### src/rtl/corescore_pkg.sv
// Shared stream constants: AXI-Stream beat width and the IDLE/BUSY state encoding.
// Latency: n/a (types and constants only).
// Backpressure: n/a.
package corescore_pkg;

  localparam int AXIS_DW = 8;

  localparam logic ST_IDLE = 1'b0;
  localparam logic ST_BUSY = 1'b1;

  typedef enum logic {
    IDLE = ST_IDLE,
    BUSY = ST_BUSY
  } rr_state_e;

  // Width of an index field over n items, never narrower than one bit.
  function automatic int id_width(input int n);
    return (n > 1) ? $clog2(n) : 1;
  endfunction

endpackage

### src/rtl/axis_rr_collector_rr_pick.sv
// Rotate-priority-rotate picker: first requester at or after ptr_i, wrapping modulo NUM_SRC.
// Latency: purely combinational.
// Backpressure: none; the caller decides when the pick is used.
module rr_pick
  import corescore_pkg::*;
#(
  parameter int NUM_SRC = 4,
  parameter int ID_W    = id_width(NUM_SRC)
) (
  input  logic [NUM_SRC-1:0] req_i,
  input  logic [ID_W-1:0]    ptr_i,
  output logic [ID_W-1:0]    gnt_idx_o,
  output logic               any_o
);

  logic [2*NUM_SRC-1:0] req_dbl;
  logic [NUM_SRC-1:0]   req_rot;
  int                   off;
  int                   idx;

  // Rotate so ptr_i lands at bit 0, take the lowest set bit, rotate the index back.
  always_comb begin
    req_dbl = {req_i, req_i};
    req_rot = req_dbl[ptr_i +: NUM_SRC];
    off     = 0;
    for (int j = NUM_SRC - 1; j >= 0; j--) begin
      if (req_rot[j]) off = j;
    end
    idx = int'(ptr_i) + off;
    if (idx >= NUM_SRC) idx = idx - NUM_SRC;
    gnt_idx_o = ID_W'(idx);
    any_o     = |req_i;
  end

endmodule

### src/rtl/axis_rr_collector.sv
// Packet-atomic round-robin merge of NUM_SRC 8-bit AXI-Stream sources into one stream.
// Latency: beat leaves 1 cycle after acceptance; one idle arbitration cycle between packets.
// Backpressure: only the granted source sees ready, = ~o_tvalid | i_tready. Optional packet
// counter port o_pkt_cnt exists when AXIS_RR_COLLECTOR_PKTCNT_EN is defined.
module axis_rr_collector
  import corescore_pkg::*;
#(
  parameter int NUM_SRC = 4
) (
  input  logic                       i_clk,
  input  logic                       i_rst,
  input  logic [AXIS_DW*NUM_SRC-1:0] i_tdata,
  input  logic [NUM_SRC-1:0]         i_tlast,
  input  logic [NUM_SRC-1:0]         i_tvalid,
  output logic [NUM_SRC-1:0]         o_tready,
  output logic [AXIS_DW-1:0]         o_tdata,
  output logic                       o_tlast,
  output logic                       o_tvalid,
  input  logic                       i_tready,
  output logic                       o_busy
`ifdef AXIS_RR_COLLECTOR_PKTCNT_EN
  ,
  output logic [15:0]                o_pkt_cnt
`endif
);

  localparam int ID_W = id_width(NUM_SRC);

  rr_state_e          state_q, state_d;
  logic [ID_W-1:0]    grant_q, grant_d;
  logic [ID_W-1:0]    rr_ptr_q, rr_ptr_d;
  logic               tvalid_q, tvalid_d;
  logic [AXIS_DW-1:0] tdata_q, tdata_d;
  logic               tlast_q, tlast_d;

  logic [ID_W-1:0]    pick_idx;
  logic               pick_any;
  logic               slot_rdy;
  logic               src_vld;
  logic               src_last;
  logic [AXIS_DW-1:0] src_dat;
  logic               accept;

  rr_pick #(
    .NUM_SRC (NUM_SRC),
    .ID_W    (ID_W)
  ) u_pick (
    .req_i     (i_tvalid),
    .ptr_i     (rr_ptr_q),
    .gnt_idx_o (pick_idx),
    .any_o     (pick_any)
  );

  // Mux the granted source and drive ready back to it alone.
  always_comb begin
    slot_rdy = (state_q == BUSY) && (!tvalid_q || i_tready);
    src_vld  = 1'b0;
    src_last = 1'b0;
    src_dat  = '0;
    o_tready = '0;
    for (int k = 0; k < NUM_SRC; k++) begin
      if (grant_q == ID_W'(k)) begin
        src_vld     = i_tvalid[k];
        src_last    = i_tlast[k];
        src_dat     = i_tdata[k*AXIS_DW +: AXIS_DW];
        o_tready[k] = slot_rdy;
      end
    end
    accept = slot_rdy && src_vld;
  end

  // Arbitration FSM next state plus output-register load/drain.
  always_comb begin
    state_d  = state_q;
    grant_d  = grant_q;
    rr_ptr_d = rr_ptr_q;
    tvalid_d = tvalid_q;
    tdata_d  = tdata_q;
    tlast_d  = tlast_q;

    case (state_q)
      IDLE: begin
        if (pick_any) begin
          grant_d = pick_idx;
          state_d = BUSY;
        end
      end
      BUSY: begin
        if (accept && src_last) begin
          state_d  = IDLE;
          rr_ptr_d = (grant_q == ID_W'(NUM_SRC - 1)) ? '0 : grant_q + ID_W'(1);
        end
      end
      default: state_d = IDLE;
    endcase

    if (accept) begin
      tvalid_d = 1'b1;
      tdata_d  = src_dat;
      tlast_d  = src_last;
    end else if (i_tready) begin
      tvalid_d = 1'b0;
    end
  end

  // State and output registers; reset drops any partial packet and held beat.
  always_ff @(posedge i_clk) begin
    if (i_rst) begin
      state_q  <= IDLE;
      grant_q  <= '0;
      rr_ptr_q <= '0;
      tvalid_q <= 1'b0;
      tdata_q  <= '0;
      tlast_q  <= 1'b0;
    end else begin
      state_q  <= state_d;
      grant_q  <= grant_d;
      rr_ptr_q <= rr_ptr_d;
      tvalid_q <= tvalid_d;
      tdata_q  <= tdata_d;
      tlast_q  <= tlast_d;
    end
  end

  assign o_tvalid = tvalid_q;
  assign o_tdata  = tdata_q;
  assign o_tlast  = tlast_q;
  assign o_busy   = (state_q == BUSY);

`ifdef AXIS_RR_COLLECTOR_PKTCNT_EN
  logic [15:0] pkt_cnt_q, pkt_cnt_d;

  // Count completed packets (accepted tlast beats), wrapping at 16 bits.
  always_comb begin
    pkt_cnt_d = pkt_cnt_q;
    if (accept && src_last) pkt_cnt_d = pkt_cnt_q + 16'd1;
  end

  // Packet counter register.
  always_ff @(posedge i_clk) begin
    if (i_rst) pkt_cnt_q <= '0;
    else       pkt_cnt_q <= pkt_cnt_d;
  end

  assign o_pkt_cnt = pkt_cnt_q;
`endif

endmodule
### config.mk
export PLATFORM = sky130hd
export DESIGN_NAME = axis_rr_collector
export DESIGN_NICKNAME = d
export VERILOG_FILES = /design/src/rtl/corescore_pkg.sv /design/src/rtl/axis_rr_collector_rr_pick.sv /design/src/rtl/axis_rr_collector.sv
export SDC_FILE = /design/constraint.sdc
export NUM_CORES = 1
export LEC_CHECK = 0
export ABC_AREA = 1
export BUFFER_PORTS_ARGS = -buffer_cell sky130_fd_sc_hd__buf_2
export CAP_MARGIN = 20
export CORE_MARGIN = 2
export CORE_UTILIZATION = 25
export DETAILED_ROUTE_END_ITERATION = 6
export PLACE_DENSITY = 0.49
export RECOVER_POWER = 100
export SLEW_MARGIN = 20
export SYNTH_ARGS = -nofsm -noshare
export SYNTH_HDL_FRONTEND = slang
export SYNTH_SLANG_ARGS = --single-unit
### constraint.sdc
create_clock -name i_clk -period 1.7 [get_ports i_clk]
set_clock_uncertainty 0.2 [all_clocks]
set_input_delay 0.255 -clock i_clk [delete_from_list [all_inputs] [get_ports i_clk]]
set_output_delay 0.255 -clock i_clk [all_outputs]
set_load 0.02 [all_outputs]
## Word level (Yosys, flattened, before mapping)

Index checks and enable logic that the tools add are counted.

- Register bits after elaboration: 15
- Bits of input ports: 43
- Output and inout port bits: 15

- $add $sub $neg: 3
- Magnitude comparators: 1
- Eq/ne operators: 3
- Shift-type cells: 1
- Mux-type cells: 27
- Bitwise logic cells: 1
- Reduce and logical (&&, ||, !) cells: 10

Operator list:

| operator | count |
|---|---|
| $mux 8 | 4 |
| $mux 1 | 16 |
| $mux 2 | 6 |
| $shiftx 8x3->4 | 1 |
| $eq 2x2->1 const B | 2 |
| $reduce_and 2->1 | 2 |
| $reduce_or 4->1 | 1 |
| $add 2x2->3 | 1 |
| $ge 3x3->1 const B | 1 |
| $logic_and 1x1->1 | 3 |
| $add 2x1->2 const B | 1 |
| $eq 2x1->1 const B | 1 |
| $logic_not 2->1 | 1 |
| $pmux 1 s2 | 1 |
| $reduce_bool 2->1 | 1 |
| $sub 2x1->2 const B | 1 |
| $logic_not 1->1 | 1 |
| $logic_or 1x1->1 | 1 |
| $not 1->1 | 1 |

## Logic depth before layout (Yosys ltp)

Gate-level depths: netlist (run 1).

- Depth in word-level cells: 9
- Depth in mapped cells: 12
- Gate-level depth less buffers: 12

## Modules after synthesis

Synthesis (run 1) repeated with hierarchy kept, for this count alone.

- Cell total of the unflattened synthesis: 190
- Area, all modules: 1,191.1 um^2

By module, submodules not included:

| module | instances | cells an instance | area an instance (um^2) | seq. area each (um^2) |
|---|---|---|---|---|
| axis_rr_collector | 1 | 155 | 1,023.5 | 300.3 |
| rr_pick | 1 | 35 | 167.7 | 0.0 |

## Worst setup path after synthesis (run 1)

OpenSTA, ideal clock, no wires.

- Path kind: flip-flop to flip-flop
- From: reg grant_q[0]
- To: reg rr_ptr_q[0]
- Setup time: 0.115 ns
- Arrival time: 1.417 ns
- Data required time: 1.385 ns
- Setup slack: -0.032 ns
- Stages on the path, launching flop included: 10
- Buffers on the path: 1
- Cells stage by stage: dfxtp_1 > inv_1 > ha_1 > inv_1 > clkbuf_1 > o21ai_1 > o21ai_4 > nand3_1 > nand2_1 > nor2_1

- Cells in the longest elaborated chain, start to end: 8
- Elaborated cells on any way between the ends: 17

Ends and longest elaborated chain:

| item | RTL line | source |
|---|---|---|
| start, declared | axis_rr_collector.sv:30 | `logic [ID_W-1:0] grant_q, grant_d;` |
| start signal, assigned | axis_rr_collector.sv:117 | `grant_q <= grant_d;` |
| $logic_not 2->1 | axis_rr_collector.sv:62 | `if (grant_q == ID_W'(k)) begin` |
| $mux 1 (4 in series) | axis_rr_collector.sv:62 |  |
| $logic_and 1x1->1 | axis_rr_collector.sv:69 | `accept = slot_rdy && src_vld;` |
| $logic_and 1x1->1 | axis_rr_collector.sv:89 | `if (accept && src_last) begin` |
| $reduce_and 2->1 (no line) | - |  |
| end signal, assigned | axis_rr_collector.sv:118 | `rr_ptr_q <= rr_ptr_d;` |
| end, declared | axis_rr_collector.sv:31 | `logic [ID_W-1:0] rr_ptr_q, rr_ptr_d;` |

Parallel ways exist; a longest one is shown, timed or not.
A chain may end at the register's enable or synchronous reset.

## Worst setup path after layout (run 1)

- From: reg rr_ptr_q[0]
- To: reg grant_q[1]

- Cells in the longest elaborated chain, start to end: 8
- Elaborated cells on any way between the ends: 9

Ends and longest elaborated chain:

| item | RTL line | source |
|---|---|---|
| $shiftx 8x3->4 | axis_rr_collector_rr_pick.sv:24 | `req_rot = req_dbl[ptr_i +: NUM_SRC];` |
| $mux 2 (4 in series) | axis_rr_collector_rr_pick.sv:27 | `if (req_rot[j]) off = j;` |
| $add 2x2->3 * | axis_rr_collector_rr_pick.sv:29 | `idx = int'(ptr_i) + off;` |
| $ge 3x3->1 or $sub 2x1->2 (tied branches) | axis_rr_collector_rr_pick.sv:30 | `if (idx >= NUM_SRC) idx = idx - NUM_SRC;` |
| $mux 2 * | axis_rr_collector_rr_pick.sv:30 |  |

Every way passes the cells marked *; elsewhere a longest branch is shown, timed or not.

==> results of run 1 <==
## power breakdown
| part | total [mW] | leakage [nW] | switching [mW] | internal [mW] |
|---|---|---|---|---|
| registers | 0.486 | 0.125 | 0.0584 | 0.428 |
| logic | 1.21 | 0.777 | 0.671 | 0.538 |
| clock network | 0.291 | 0.0255 | 0.129 | 0.162 |
| total | 1.99 | 0.928 | 0.859 | 1.13 |
## worst min-delay path, stage by stage
cell and delay, ns:
buf_2 0.07, inv_1 0.03, nand2_1 0.07, a21oi_1 0.06
## how the worst max path moves through the flow
| stage | endpoint | slack, ns | cells past startpoint |
|---|---|---|---|
| 4_1_cts | rr_ptr_q[1] | -0.009 | 12 |
| 5_1_grt | grant_q[1] | -0.19 | 11 |
| 6_report | grant_q[1] | -0.03 | 11 |
| 2_1_floorplan | rr_ptr_q[0] | 0.006 | 10 |
| 3_3_place_gp | o_tdata[5] | -0.11 | 11 |
| 3_5_place_dp | rr_ptr_q[1] | -0.07 | 10 |
## timing repair
action                                  in CTS  in global routing
pin swaps                                   10                 20
resized for setup                           39                 54
buffers inserted                             6                  0
hold endpoints to repair                     2                  0
gates cloned                                 0                  2
hold buffers                                 1                  0
endpoints found under the setup margin      17                 17
## metal layers
| metal | routed length [microns] | track usage | vias up | share of wire |
|---|---|---|---|---|
| li1 | - | - | 775 | - |
| met3 | 210 | 0.04131 | 5 | 0.057 |
| met4 | 27 | 0.02516 | 0 | 0.0073 |
| met2 | 1934 | 0.2565 | 36 | 0.52 |
| met1 | 1534 | 0.1678 | 650 | 0.41 |
| met5 | 0 | 0 | - | 0 |
## synth_stat cells
| master | count | area [sq um] |
|---|---|---|
| a21oi_2 | 1 | 8.760 |
| o211ai_2 | 1 | 12.51 |
| ha_1 | 5 | 62.56 |
| o21ai_1 | 8 | 40.04 |
| nor2_1 | 30 | 112.6 |
| a21boi_1 | 1 | 7.510 |
| dfxtp_1 | 15 | 300.3 |
| inv_2 | 5 | 18.77 |
| buf_2 | 4 | 20.02 |
| and2_1 | 1 | 6.260 |
| buf_4 | 2 | 15.01 |
| nor3_1 | 1 | 5.000 |
| xnor2_1 | 1 | 8.760 |
| nand2_1 | 51 | 191.4 |
| inv_1 | 9 | 33.78 |
| nand3_1 | 12 | 60.06 |
| nor2_2 | 1 | 6.260 |
| o21ai_4 | 1 | 16.27 |
| o21ai_0 | 20 | 100.1 |
| nand2_2 | 2 | 12.51 |
| clkbuf_1 | 3 | 11.26 |
| a21oi_1 | 15 | 75.07 |
## cell type report
class                           count  area, sq um
Clock buffer                        3        41.29
Tap cell                           52        65.06
Clock inverter                      1        5.005
Timing Repair Buffer               86        538.0
Inverter                           14        75.07
Sequential cell                    15        310.3
Fill cell                         465         2412
Multi-Input combinational cell    151        907.1
## flip-flops by register name, indices dropped and copies added, names as in the netlist
register	cells
o_tlast	1
rr_ptr_q	2
o_tdata	8
grant_q	2
o_tvalid	1
o_busy	1
## stage by stage
step | setup TNS [ns] | hold slack (ns) | setup WS (ns) | utilization | instance area (sq um)
6_report | -0.03296 | 0.08008 | -0.03023 | 0.4460 | 1942
5_1_grt | -1.159 | 0.1281 | -0.1942 | 0.4460 | 1942
4_1_cts | -0.01907 | 0.07914 | -0.008937 | 0.4118 | 1793
3_5_place_dp | -0.5176 | 0.2540 | -0.06871 | 0.3647 | 1588
3_3_place_gp | -0.7214 | 0.2495 | -0.1082 | 0.3647 | 1588
2_1_floorplan | 0 | 0.1174 | 0.005760 | - | 1127
## cell families after synthesis
logic type	after synthesis	share of synthesized area
compound gates	47	0.2314
xor+xnor	1	0.007788
fa+ha+maj	5	0.05562
buf+inv	23	0.08787
flops	15	0.2670
simple gates	98	0.3504
==> impl_results.md, run 1 <==
- R2R cell count: 11
- Port Buffers: 57
- Num rows: 24
- Slowest stage delay, CP: 0.37 ns
- Slowest-stage cell, CP: dfxtp_4
- Worst hold path depth: 4
- Period utilisation layout: 1.018
- Routed Antenna Nets: 0
- Max Clk Rate: 0.5780 GHz
- R2r setup slk: -0.03 ns
- Final Hold Fails: 0
- Setup crit end kind: register
- I/O pin count: a little under 60
- Drt pass-1 iters: 4
- Diodes inserted: 0
- Share of cells above drive strength 1: 0.4963
- CTS sink cnt: 15
- Worst Path Max Fanout: 6
- Worst hold path type: primary input to register
- Power Density: around 1000 mW/mm^2
- Placer Congestion: approximately 0.81
- Worst slew pin tran: 0.3430 ns
- Post-Syn Instances: 189
- DRC viols: 0
- Vias in the first global route: between 1,000 and 1,500
- Cts bufs inserted: 3
- Peak VDD IR: roughly 0.57 mV
- Flops & latches, synth: 15
- Final setup viols: 2
- HPWL Detailed: around 2700 microns
- CTS clock-pin slew for the worst setup and hold paths: around 0.060 ns
- 1st-iter DRT viols: 18
- Chip Width: a little over 70 microns
- Initial antenna violation count: 0
- GR Overflow Total: 0
- Status: complete, but fails checks
- Pin count of the biggest net entering global routing: 15
- Crit path from: rr_ptr_q[0]
- Seq/Total Area, Yosys: 0.2670
- RR Endpoint: grant_q[1]
- Leak pwr: around 0.93 nW
- Clk root buf: clkbuf_8
- Die Y: 71.08 microns
- First-pass GRT wire length: slightly below 6000 microns
- GRT Overall Usage: 0.1418
- Unrepaired setup endpoints after global routing: yes
- Clock Latency Late Sink: 0.25 ns
- Delay-heaviest family, CP: simple AND/OR/NAND/NOR gates
- Drt total wl: 3707 microns
- Worst setup margin: -0.03023 ns
- Design Power: roughly 2.0 mW
- CP cell instances: nand2_1 > nand3_2 > nand2_2 > nand3_2 > a21boi_2 > ha_2 > xnor2_2 > nand3_1 > nand2_1 > nor2_1 > nor2_1
- Mapped Area: 0.001125 sq mm
- Failing checks: setup timing
- Synth-to-layout area growth: 72.64%
- Die area: slightly above 0.005 sq mm
- Worst Setup Start Kind: register
- Crit Path Class: register to register
- Placed Cells incl. Taps: 310
- Min-delay src: i_tready
- R2R Path Start: rr_ptr_q[0]
- Vias per inst: between 4 and 5
- Routed len/inst: 11.51 microns
- Synth Area per Inst: around 6.0 sq um
- Post-synth net total: 237
- Maxcap violations: 0
- Nets: ~320
- Worst slew margin: 0.7711
- Max Root-Sink Buffers: 2
- Hold Path Sink: o_tvalid
- Fin. max-slew vios: 0
- Synth cell types: 22
- CTS H-tree depth: 1
- Buf/Inv on CP: 0
- Worst Path Arrival: between 1.5 and 2 ns
- Core box area: around 0.0044 sq mm
- Crit path time final: 1.730 ns
- Most frequent cells in the layout: nand2_1, buf_2, nor2_1, buf_4, o21ai_1
- CTS tree: done
- Non-Filler Instances: 322
- Via count: 1,466
- Synth warn: 0
- Critical path required time: 1.69 ns
- Starting Density: 0.2583
No activity file was read; power rests on OpenSTA's default activity.
==> run 2, diff against run 1 <==
--- a/config.mk
+++ b/config.mk
@@ -12,7 +12,7 @@
 export CORE_UTILIZATION = 25
 export DETAILED_ROUTE_END_ITERATION = 6
 export PLACE_DENSITY = 0.49
-export RECOVER_POWER = 100
+export RECOVER_POWER = 50
 export SLEW_MARGIN = 20
 export SYNTH_ARGS = -nofsm -noshare
 export SYNTH_HDL_FRONTEND = slang
==> run 2 against run 1 <==
Effect of this change:
- the run still ends with setup timing left
- clock power hardly changed
- global-route usage stayed put
- clock-buffer cell count did not move
- sequential power barely moved
- maximum frequency about the same
- design area rose by 0.64%
- critical path depth is the same
- critical endpoint unchanged
- highest routed layer unchanged
==> impl_results.md, run 2 (synthesis results as in run 1) <==
- Routed Antenna Nets: 0 (unchanged)
- Via count: 1,472 (+0.41%)
- CTS clock-pin slew for the worst setup and hold paths: 0.06 ns (about the same)
- Most common cell after layout, fill and taps aside: buf_2
- Period utilisation layout: 1.018 (about the same)
- Initial antenna violation count: 0 (unchanged)
- Switching Share: 0.4317 (-0.0004866)
- Clk root buf: clkbuf_8
- Worst Path Max Fanout: 6 (unchanged)
- Diodes inserted: 0 (unchanged)
- Chip Width: 71.08 microns (unchanged)
- Worst slew margin: 0.7720 (+0.0009190)
- Combinational power share: 0.611 (+0.002)
- Leak pwr: 0.9470 nW (+2.1%)
- Routed len/inst: 11.51 microns (about the same)
- Worst Path Arrival: 1.72 ns (about the same)
- Worst hold path type: primary input to register
- CTS H-tree depth: 1 (unchanged)
- GR Overflow Total: 0 (unchanged)
- Setup slack at placement: -0.06871 ns (unchanged)
- Most frequent cells in the layout: buf_2, nand2_1, nor2_1, buf_4, o21ai_1
- RR Endpoint: grant_q[1]
- Share of cells above drive strength 1: 0.5074 (+0.01111)
- DRC viols: 0 (unchanged)
- Vias per inst: 4.571 (+0.41%)
- HPWL Detailed: 2711 microns (unchanged)
- Crit path time final: 1.731 ns (+0.0008536 ns)
- First-pass GRT wire length: 5830 microns (unchanged)
- Drt pass-1 iters: 4 (unchanged)
- Peak VDD IR: 0.5806 mV (+1.0%)
- Num rows: 24 (unchanged)
- Crit Path Class: register to register
- Clock Latency Late Sink: 0.25 ns (about the same)
- GRT Overall Usage: 0.1418 (unchanged)
- 1st-iter DRT viols: 20 (+2)
- Max Root-Sink Buffers: 2 (unchanged)
- Clock Power Share: 0.146 (about the same)
- Synth-to-layout area growth: 73.75%
- Die Y: 71.08 microns (unchanged)
- Max Clk Rate: 0.5777 GHz (about the same)
- Sequential share of power: 0.243 (-0.002)
- Failing checks: setup timing
- Cts bufs inserted: 3 (unchanged)
- Power Density: 1025 mW/mm^2 (+0.11%)
- Critical path required time: 1.69 ns (about the same)
- Crit path from: rr_ptr_q[0]
- CP cell instances: nand2_1 > nand3_2 > nand2_2 > nand3_2 > a21boi_2 > ha_2 > xnor2_2 > nand3_1 > nand2_1 > nor2_1 > nor2_1
- R2R cell count: 11 (unchanged)
- Placer Congestion: 0.8101 (unchanged)
- Largest register FFs: 8 (unchanged)
- Setup crit end kind: register
- Worst Setup Start Kind: register
- CTS sink cnt: 15 (unchanged)
- Drt total wl: 3705 microns (about the same)
- Switch Pwr: 0.8644 mW (+0.64%)
- Final Hold Fails: 0 (unchanged)
- Vias in the first global route: 1,356 (unchanged)
- Die area: 0.005052 sq mm (unchanged)
- Internal power: 1.138 mW (+0.84%)
- Maxcap violations: 0 (unchanged)
- Hold slack: 0.08080 ns (+0.0007193 ns)
- I/O pin count: 58 (unchanged)
- R2r setup slk: -0.03 ns (about the same)
- Status: complete, but fails checks
- Nets: 319 (unchanged)
- Critical Path End: grant_q[1]
- Pin count of the biggest net entering global routing: 15 (unchanged)
- Slowest stage delay, CP: 0.37 ns (about the same)
- Fin. max-slew vios: 0 (unchanged)
- Worst setup margin: -0.03108 ns (-0.0008536 ns)
- Unrepaired setup endpoints after global routing: yes
- Port Buffers: 57 (unchanged)
- Design Power: 2.002 mW (+0.76%)
- R2R Path Start: rr_ptr_q[0]
- Starting Density: 0.2583 (unchanged)
- Final setup viols: 1 (-1)
- Slowest-stage cell, CP: dfxtp_4
- Core box area: 0.004354 sq mm (unchanged)
- CTS tree: done
- Worst slew pin tran: 0.3417 ns (-0.001377 ns)
[run 2: how the worst min path moves through the flow]
stage             start        to  slack [ns]  cells after the start
2_1_floorplan     i_rst   o_tlast        0.12                      1
3_3_place_gp      i_rst   o_tlast        0.25                      2
3_5_place_dp      i_rst   o_tlast        0.25                      2
4_1_cts        i_tready  o_tvalid        0.08                      4
5_1_grt        i_tready  o_tvalid        0.13                      4
6_report       i_tready  o_tvalid        0.08                      4
[run 2: repair_timing]
action,in CTS,in global routing
hold endpoints to repair,2,0
gates cloned,0,2
pin swaps,10,20
setup buffers,6,0
hold buffers,1,0
resized for setup,39,54
endpoints found under the setup margin,17,17
[run 2: per-stage QoR]
| stage | setup TNS, ns | area (sq um) | instances | utilization |
|---|---|---|---|---|
| 2_1_floorplan | 0 | 1127 | 189 | - |
| 3_3_place_gp | -0.7214 | 1588 | 310 | 0.3647 |
| 3_5_place_dp | -0.5176 | 1588 | 310 | 0.3647 |
| 4_1_cts | -0.01907 | 1793 | 320 | 0.4118 |
| 5_1_grt | -0.7403 | 1954 | 322 | 0.4489 |
| 6_report | -0.03108 | 1954 | 322 | 0.4489 |
[run 2: power groups by stage]
stage	combinational, mW	sequential (mW)	clock [mW]
after floorplan	0.537	0.535	0
after global placement	0.936	0.477	0
after detailed placement	0.935	0.475	0
after CTS	1.06	0.481	0.303
after global routing	1.36	0.497	0.313
final	1.22	0.486	0.292
[run 2: layer usage]
layer / routed length (microns) / GRT usage
met5: 0 / 0
met4: 27 / 0.02516
met3: 208 / 0.04131
met2: 1938 / 0.2565
met1: 1531 / 0.1678
[run 2: worst max-delay path, delay by kind of cell, from the launching register on]
kind,cells,cell delay [ns]
AO/OA/AOI/OAI,1,0.15
XOR/XNOR,1,0.12
adder cells (fa/ha/maj),1,0.21
flip-flops,1,0.37
AND/OR/NAND/NOR,8,0.61
[run 2: final cells by class]
class | count | area [sq um]
fill | 467 | 2400
inverter | 14 | 75.07
multi-input combinational | 151 | 912.1
timing repair buffer | 86 | 545.5
clock buffer | 3 | 41.29
sequential | 15 | 310.3
tap | 52 | 65.06
clock inverter | 1 | 5.005
